### src/rtl/id_ex_pipe_reg.sv
//------------------------------------------------------------------------------
// Module      : id_ex_pipe_reg
// Description : ID/EX pipeline register with stall, flush and bubble insertion,
//               plus a saturating count of the bubbles it has latched.
// Revision    : 1.0 - initial release
//------------------------------------------------------------------------------
`default_nettype none

module id_ex_pipe_reg #(
    parameter int DATA_W = 32,
    parameter int CNT_W  = 16
) (
    input  logic              clk_i,
    input  logic              rst_i,
    input  logic              stall_i,
    input  logic              flush_i,
    input  logic              valid_i,
    input  logic              RegWrite_i,
    input  logic              MemtoReg_i,
    input  logic              MemRead_i,
    input  logic              MemWrite_i,
    input  logic              Branch_i,
    input  logic              ALUSrc_i,
    input  logic [1:0]        ALUOp_i,
    input  logic [DATA_W-1:0] rs1_data_i,
    input  logic [DATA_W-1:0] rs2_data_i,
    input  logic [DATA_W-1:0] imm_i,
    input  logic [DATA_W-1:0] pc_i,
    input  logic [9:0]        funct_i,
    input  logic [4:0]        rs1_addr_i,
    input  logic [4:0]        rs2_addr_i,
    input  logic [4:0]        rd_addr_i,
    output logic              RegWrite_o,
    output logic              MemtoReg_o,
    output logic              MemRead_o,
    output logic              MemWrite_o,
    output logic              Branch_o,
    output logic              ALUSrc_o,
    output logic [1:0]        ALUOp_o,
    output logic [DATA_W-1:0] rs1_data_o,
    output logic [DATA_W-1:0] rs2_data_o,
    output logic [DATA_W-1:0] imm_o,
    output logic [DATA_W-1:0] pc_o,
    output logic [9:0]        funct_o,
    output logic [4:0]        rs1_addr_o,
    output logic [4:0]        rs2_addr_o,
    output logic [4:0]        rd_addr_o,
    output logic              valid_o,
    output logic [CNT_W-1:0]  bubble_cnt_o
);

    localparam logic [CNT_W-1:0] c_CNT_MAX = '1;

    logic w_load;
    logic w_bubble;
    logic w_cnt_max;

    assign w_load    = !flush_i && !stall_i;
    assign w_bubble  = flush_i || (w_load && !valid_i);
    assign w_cnt_max = (bubble_cnt_o == c_CNT_MAX);

    always_ff @(posedge clk_i or posedge rst_i) begin
        if (rst_i) begin
            RegWrite_o <= 1'b0;
            MemtoReg_o <= 1'b0;
            MemRead_o  <= 1'b0;
            MemWrite_o <= 1'b0;
            Branch_o   <= 1'b0;
            ALUSrc_o   <= 1'b0;
            ALUOp_o    <= '0;
            rs1_data_o <= '0;
            rs2_data_o <= '0;
            imm_o      <= '0;
            pc_o       <= '0;
            funct_o    <= '0;
            rs1_addr_o <= '0;
            rs2_addr_o <= '0;
            rd_addr_o  <= '0;
            valid_o    <= 1'b0;
        end else if (flush_i) begin
            RegWrite_o <= 1'b0;
            MemtoReg_o <= 1'b0;
            MemRead_o  <= 1'b0;
            MemWrite_o <= 1'b0;
            Branch_o   <= 1'b0;
            ALUSrc_o   <= 1'b0;
            ALUOp_o    <= '0;
            rs1_data_o <= '0;
            rs2_data_o <= '0;
            imm_o      <= '0;
            pc_o       <= '0;
            funct_o    <= '0;
            rs1_addr_o <= '0;
            rs2_addr_o <= '0;
            rd_addr_o  <= '0;
            valid_o    <= 1'b0;
        end else if (!stall_i) begin
            // Upstream bubbles keep their operands but must never cause a side effect in EX.
            RegWrite_o <= valid_i & RegWrite_i;
            MemtoReg_o <= valid_i & MemtoReg_i;
            MemRead_o  <= valid_i & MemRead_i;
            MemWrite_o <= valid_i & MemWrite_i;
            Branch_o   <= valid_i & Branch_i;
            ALUSrc_o   <= valid_i & ALUSrc_i;
            ALUOp_o    <= valid_i ? ALUOp_i : 2'b00;
            rs1_data_o <= rs1_data_i;
            rs2_data_o <= rs2_data_i;
            imm_o      <= imm_i;
            pc_o       <= pc_i;
            funct_o    <= funct_i;
            rs1_addr_o <= rs1_addr_i;
            rs2_addr_o <= rs2_addr_i;
            rd_addr_o  <= valid_i ? rd_addr_i : 5'd0;
            valid_o    <= valid_i;
        end
    end

    always_ff @(posedge clk_i or posedge rst_i) begin
        if (rst_i) begin
            bubble_cnt_o <= '0;
        end else if (w_bubble && !w_cnt_max) begin
            bubble_cnt_o <= bubble_cnt_o + 1'b1;
        end
    end

endmodule

`default_nettype wire

### config.mk
export PLATFORM = sky130hd
export DESIGN_NAME = id_ex_pipe_reg
export DESIGN_NICKNAME = d
export VERILOG_FILES = /design/src/rtl/id_ex_pipe_reg.sv
export SDC_FILE = /design/constraint.sdc
export NUM_CORES = 1
export LEC_CHECK = 0
export ABC_AREA = 1
export BUFFER_PORTS_ARGS = -buffer_cell sky130_fd_sc_hd__buf_2
export CAP_MARGIN = 25
export CELL_PAD_IN_SITES_DETAIL_PLACEMENT = 1
export CELL_PAD_IN_SITES_GLOBAL_PLACEMENT = 1
export CORE_MARGIN = 2
export CORE_UTILIZATION = 33
export DETAILED_ROUTE_END_ITERATION = 8
export HOLD_SLACK_MARGIN = 0.12
export PLACE_DENSITY_LB_ADDON = 0.3
export SYNTH_ARGS = -nofsm -noshare
export SYNTH_HDL_FRONTEND = slang
export SYNTH_SLANG_ARGS = --single-unit
export TNS_END_PERCENT = 100
### constraint.sdc
create_clock -name clk_i -period 6.9 [get_ports clk_i]
set_input_delay 0.69 -clock clk_i [delete_from_list [all_inputs] [get_ports clk_i]]
set_output_delay 0.69 -clock clk_i [all_outputs]
set_load 0.005 [all_outputs]
# [Yosys cells after proc, flatten, opt, wreduce, memory -nomap -nowiden]
# Cells that the tools add are included.
[totals] register_bits=178 in_bits=166 output_inout_bits=178 word_cells=68
[op_classes] n_addsub=1 n_eq_ne=2 mux=34 n_bitwise=6 reduce_logical=8
[ops] op="32-bit two-way mux" count=8
[ops] op="5-bit two-way mux" count=7
[ops] op="10-bit two-way mux" count=2
[ops] op="16-bit by 1-bit adder with 16-bit output (second input constant)" count=1
[ops] op="16-bit equality test (second input constant)" count=1
[ops] op="1-bit two-way mux" count=14
[ops] op="1-bit AND" count=6
[ops] op="2-bit two-way mux" count=3
[ops] op="1-bit zero test" count=4
[ops] op="1-bit logical AND" count=3
[ops] op="2-bit by 1-bit != test with 1-bit output (second input constant)" count=1
[ops] op="1-bit logical OR" count=1

# [Longest topological paths before layout]
# Gate-level depths: netlist (run 1).
[depth] depth_word=5 mapped_depth=9

# [Least setup slack after synthesis (run 1)]
# Ideal clock, no wire load.
[synth_path] path_kind="input-to-reg" from="input port valid_i" to="register bubble_cnt_o[15]" setup_time_ns=0.117 arrival_time_ns=1.415 t_required_ns=6.783 slack_ns=5.368 stages=6 n_path_buf=0 path_cell_list="o21ai_1 nand2_1 nor2_1 nand3_1 nand2_1 nand2_1"
[synth_via] elab_chain_cells=4
[synth_lines] item="start: declaration" line="17" text="input logic valid_i,"
[synth_lines] item="1-bit zero test" line="59" text="assign w_bubble = flush_i || (w_load && !valid_i);"
[synth_lines] item="1-bit logical AND" line="59"
[synth_lines] item="1-bit logical OR" line="59"
[synth_lines] item="1-bit logical AND" line="121" text="end else if (w_bubble && !w_cnt_max) begin"
[synth_lines] item="end signal: assignment" line="122" text="bubble_cnt_o <= bubble_cnt_o + 1'b1;"
[synth_lines] item="end: declaration" line="49" text="output logic [CNT_W-1:0] bubble_cnt_o"
# No other way between the ends.
# A chain may end at the register's enable or synchronous reset.

# [Worst setup path in the final report (run 1)]
[layout_path] from="input port stall_i" to="register bubble_cnt_o[2]"
[layout_via] elab_chain_cells=5
[layout_lines] item="start: declaration" line="15" text="input logic stall_i,"
[layout_lines] item="1-bit zero test"
[layout_lines] item="1-bit logical AND" line="58" text="assign w_load = !flush_i && !stall_i;"
[layout_lines] item="1-bit logical AND" line="59"
[layout_lines] item="1-bit logical OR" line="59"
[layout_lines] item="1-bit logical AND" line="121"
# No other way between the ends.

==> results of run 1 <==
==> cells by family (layout without fill, tap and decap cells) <==
family / Yosys count / in the layout / share of synthesized area
AO/OA/AOI/OAI: 6 / 6 / 0.00404
XOR/XNOR: 5 / 5 / 0.00590
adder cells (fa/ha/maj): 1 / 1 / 0.00168
buffers and inverters: 75 / 399 / 0.0443
flip-flops: 178 / 178 / 0.600
other: 0 / 2 / 0
AND/OR/NAND/NOR: 596 / 596 / 0.344
==> through the flow <==
step	cell area (um^2)	std cells	hold slack [ns]	power [mW]
5_1_grt	9910	1467	0.409	2.61
6_report	9910	1467	0.382	2.49
2_1_floorplan	7430	861	0.488	1.32
3_5_place_dp	9300	1435	0.489	1.50
3_3_place_gp	9300	1435	0.485	1.49
4_1_cts	9900	1465	0.378	2.53
==> registers in the layout, indices dropped and copies added (netlist names), 5 cells and up <==
signal and cells:
imm_o 32, pc_o 32, rs1_data_o 32, rs2_data_o 32, bubble_cnt_o 16, funct_o 10, rd_addr_o 5, rs1_addr_o 5
rs2_addr_o 5
==> power breakdown <==
part / internal (mW) / switching [mW]
clock network: 0.586 / 0.429
registers: 1.11 / 0.0622
logic: 0.123 / 0.179
==> path summary, 6_finish.rpt <==
kind / cells past startpoint / endpoint / slack, ns
max reg2reg: 8 / bubble_cnt_o[7] / 5.24
max: 6 / bubble_cnt_o[2] / 4.28
max in group asynchronous: 3 / bubble_cnt_o[15] / 5.27
min in group clk_i: 3 / rs1_data_o[17] / 0.46
min reg2reg: 2 / rs2_data_o[8] / 0.50
min: 2 / pc_o[22] / 0.38
==> metal layers <==
metal	part of all wire	up-vias	routed length, um
met1	0.43	3447	10600
met3	0.090	23	2230
met5	0.0011	-	27
met2	0.47	262	11700
met4	0.012	4	306
li1	-	3377	-
==> placed cells by master, fill, tap and decap left out, drive strengths merged, types with 3 or more instances in the layout <==
cell type	instances
buf	349
bufinv	3
clkbuf	18
dfrtp	178
inv	26
nand2	380
nand3	185
nand4	8
nor2	20
nor3	3
o21ai	6
xnor2	5
==> worst max-delay path: cells and delay by family <==
kind / cells / cell delay, ns
AO/OA/AOI/OAI: 2 / 0.43
AND/OR/NAND/NOR: 2 / 0.36
buffers and inverters: 2 / 1.44
==> area by class of cell <==
cell class	count	area, um^2
Fill cell	2742	12000
Sequential cell	178	4450
Multi-Input combinational cell	608	2640
Timing Repair Buffer	349	1760
Clock buffer	18	439
Tap cell	280	350
Clock inverter	12	170
Inverter	20	82.6
Antenna cell	2	5.00
==> flow_metrics.py, run 1 <==
metrics = {
    "clocking": {
        "cts_tree": "done",
        "cts_hold_buf": 0,
        "postCtsSetupRepairBufs": 0,
        "clkTransAtPathRegs_ns": 0.07,
        "root_buffer": "clkbuf_16",
        "clock_latency_ns": 0.41,
        "cts-htree-levels": 4,
        "clk_path_buf_depth": 2,
        "cts-buffers-inserted": 17,
        "ctsResizeCount": 0,
        "clkSinkCount": 178,
    },
    "setup_path": {
        "path_max_fanout": 93,
        "startpoint_type": "input port",
        "required_ns": 7.24,
        "arrival_ns": 2.96,
        "r2r_start": "bubble_cnt_o[0]",
        "crit_path_start": "stall_i",
        "critPathSlowestCell": "buf_4",
        "endpoint_kind": "flop",
        "crit_type": "input port to flop",
        "slowest_delay_ns": 0.86,
        "path_cells": "buf_4 > buf_4 > o21ai_1 > nand2_4 > nand2_1 > o21ai_1",
    },
    "timing": {
        "slew_viol_final": 0,
        "setup_tns_ns": 0,
        "rsz0062_at_grt": "no",
        "timing.slew.headroom": 0.314,
        "fmax_mhz": 382,
        "clock_skew_ns": 0.00556,
        "hold_violations": 0,
        "worst_pin_slew_ns": 1.03,
        "post-route-min-period_ns": 2.62,
        "post-route-period-util": 0.379,
        "worst_slack_ns": 4.28,
        "setup_viol": 0,
    },
    "synth": {
        "synth_flop_cell": "dfrtp_1",
        "synthesis.nets": 1028,
        "netlist.area_leader.share": 0.600,
        "synth_cell_types": 22,
        "ys_ff_latch": 178,
        "yosys_warnings": 0,
        "synthArstFlopShare": 1.00,
        "yosysTopAreaCell": "dfrtp_1",
        "synthCells": 861,
        "synth_edf_count": 0,
        "synth_common_cells": "nand2_1, nand3_1, dfrtp_1",
        "netlist_area_um2": 7430,
        "yosysSeqAreaShare": 0.600,
        "yosysMostFrequentCell": "nand2_1",
        "synth_area_leaders": "dfrtp_1, nand2_1, nand3_1",
        "syn_area_per_cell_um2": 8.63,
    },
    "route": {
        "wl_per_cell_um": 17.0,
        "drc": 0,
        "first_pass_iters": 4,
        "postRouteAntennaNets": 0,
        "vias_per_cell": 4.85,
        "first_iter_violations": 324,
        "drt-total-wl_um": 24900,
        "num_vias": 7113,
    },
    "power_and_ir_drop": {
        "power.density_nw_per_um2": 251,
        "vdd_drop_max_v": 0.000131,
        "p_leak_nw": 5.90,
    },
    "placement": {
        "dp_hpwl_um": 17200,
        "detailedPlace.worstSlack_ns": 3.79,
        "globalplace.congestion": 0.763,
        "io_buffers": 343,
    },
    "global_routing": {
        "use_met1": 0.264,
        "antenna_found_initial": 6,
        "grt_overflow": 0,
        "grt_max_degree": 94,
        "grt_use_met3": 0.0722,
        "gr-usage-met2": 0.340,
        "grt_util_all_layers": 0.208,
        "grt_pass1_vias": 7298,
        "grt-busiest-layer": "met2",
        "grt_pass1_wl_um": 39400,
    },
    "floorplan": {
        "dieArea_um2": 23700,
        "initial_core_util": 0.338,
        "fp.coreArea_um2": 22000,
        "die_h_um": 154,
        "die_w_um": 154,
        "ioPinCount": 344,
        "num_rows": 54,
    },
    "final_layout": {
        "areaGrowthSynthToFinish_pct": 33.4,
        "final_util": 0.451,
        "nets": 1341,
        "drive_above_1_share": 0.332,
    },
    "hold_path": {
        "hp-class": "input port to asynchronous set/reset pin",
    },
    "run": {
        "max_cap_viol_count": 0,
    },
    "outcome": {
        "status": "finished clean",
    },
}
Power figures use the tool's default switching activity.
==> run 2, diff against run 1 <==
--- a/config.mk
+++ b/config.mk
@@ -11,7 +11,7 @@
 export CELL_PAD_IN_SITES_DETAIL_PLACEMENT = 1
 export CELL_PAD_IN_SITES_GLOBAL_PLACEMENT = 1
 export CORE_MARGIN = 2
-export CORE_UTILIZATION = 33
+export CORE_UTILIZATION = 30
 export DETAILED_ROUTE_END_ITERATION = 8
 export HOLD_SLACK_MARGIN = 0.12
 export PLACE_DENSITY_LB_ADDON = 0.3
==> constraint.sdc (replaced) <==
create_clock -name clk_i -period 2.2 [get_ports clk_i]
set_input_delay 0.22 -clock clk_i [delete_from_list [all_inputs] [get_ports clk_i]]
set_output_delay 0.22 -clock clk_i [all_outputs]
set_load 0.005 [all_outputs]
==> flow_metrics.py, run 2 (synthesized netlist as in run 1, its figures left out) <==
metrics = {
    "outcome": {
        "status": "finished clean",
    },
    "global_routing": {
        "grt_overflow": 0,
        "grt_max_degree": 133,
        "grt_util_all_layers": 0.227,
        "antenna_found_initial": 1,
        "grt_pass1_wl_um": 47000,
        "grt_pass1_vias": 8709,
    },
    "setup_path": {
        "path_max_fanout": 10,
        "required_ns": 2.54,
        "arrival_ns": 1.96,
        "crit_type": "flop to flop",
        "endpoint_kind": "flop",
        "startpoint_type": "flop",
    },
    "floorplan": {
        "initial_core_util": 0.305,
        "die_h_um": 161,
        "num_rows": 57,
        "dieArea_um2": 26000,
        "fp.coreArea_um2": 24300,
        "die_w_um": 161,
        "ioPinCount": 344,
    },
    "placement": {
        "detailedPlace.worstSlack_ns": 0.618,
        "io_buffers": 343,
        "dp_hpwl_um": 17600,
        "numPlacedInstances": 1481,
        "globalplace.congestion": 0.775,
    },
    "route": {
        "first_pass_iters": 4,
        "postRouteAntennaNets": 0,
        "wl_per_cell_um": 17.6,
        "num_vias": 7880,
        "drc": 0,
        "drt-total-wl_um": 29500,
        "first_iter_violations": 498,
        "vias_per_cell": 4.70,
    },
    "clocking": {
        "clock_latency_ns": 0.43,
        "ctsResizeCount": 0,
        "cts_tree": "done",
        "cts-htree-levels": 4,
        "cts-buffers-inserted": 17,
        "clk_path_buf_depth": 2,
        "cts_hold_buf": 162,
        "clkTransAtPathRegs_ns": 0.08,
        "root_buffer": "clkbuf_16",
        "clkSinkCount": 178,
        "postCtsSetupRepairBufs": 0,
    },
    "timing": {
        "post-route-min-period_ns": 1.61,
        "fmax_mhz": 619,
        "worst_pin_slew_ns": 0.652,
        "slew_viol_final": 0,
        "timing.slew.headroom": 0.566,
        "post-route-period-util": 0.734,
        "rsz0062_at_grt": "no",
        "setup_tns_ns": 0,
        "worst_slack_ns": 0.585,
        "hold_violations": 0,
        "clock_skew_ns": 0.0194,
        "setup_viol": 0,
    },
    "final_layout": {
        "instances_no_fill": 1676,
        "final_cell_mix": "nand2_1, buf_2, nand3_1",
        "nets": 1505,
        "final_util": 0.479,
        "areaGrowthSynthToFinish_pct": 56.8,
        "layout_commonest_cell": "nand2_1",
        "drive_above_1_share": 0.292,
    },
    "power_and_ir_drop": {
        "power.density_nw_per_um2": 690,
        "vdd_drop_max_v": 0.000372,
        "p_leak_nw": 6.58,
    },
    "hold_path": {
        "hp-class": "input port to flop",
    },
    "run": {
        "max_cap_viol_count": 0,
    },
}
## run 2: area by class of cell
cell class | instances | area, um^2
well taps | 324 | 405
clock inverters | 12 | 148
diodes | 1 | 2.50
fillers | 2920 | 12700
inverters | 20 | 81.3
multi-input cells | 608 | 2640
clock buffers | 20 | 437
flip-flops and latches | 178 | 4450
repair buffers | 513 | 3480
## run 2: through the flow
| step | hold slack, ns | total power [mW] | cell area, um^2 |
|---|---|---|---|
| 6_report | 0.232 | 8.03 | 11600 |
| 5_1_grt | 0.243 | 8.40 | 11600 |
| 4_1_cts | 0.207 | 8.14 | 11600 |
| 3_5_place_dp | 0.391 | 4.72 | 9440 |
| 3_3_place_gp | 0.389 | 4.69 | 9440 |
| 2_1_floorplan | 0.330 | 4.15 | 7430 |
## run 2: path summary, 6_finish.rpt
path,start,to,slack [ns],cells past startpoint
worst min-delay path,valid_i,MemRead_o,0.23,3
worst max register to register,bubble_cnt_o[0],bubble_cnt_o[7],0.59,8
worst max-delay path,bubble_cnt_o[0],bubble_cnt_o[7],0.59,8
worst min register to register,imm_o[29],imm_o[29],0.50,2
min in group asynchronous,rst_i,pc_o[8],0.51,4
max in group asynchronous,rst_i,rs2_data_o[3],1.11,4
## run 2: where the power goes
| group | total, mW | internal, mW | switching [mW] |
|---|---|---|---|
| registers | 3.67 | 3.48 | 0.190 |
| clock network | 3.13 | 1.70 | 1.43 |
| logic | 1.23 | 0.590 | 0.641 |
## run 2: metal layers
metal  track usage  vias up  wire [um]
li1              -     3707          -
met1         0.274     3823      12200
met2         0.393      299      14400
met3        0.0609       51       2140
met4        0.0771        0        753
met5             0        -          0
## run 2: worst max-delay path, cell delays in order, from the launching register on
cell	delay [ns]
dfrtp_1	0.44
ha_1	0.31
nand3_4	0.16
inv_1	0.05
nand2_1	0.07
nor2_2	0.06
nor2_4	0.24
nand2_1	0.10
o21ai_1	0.10
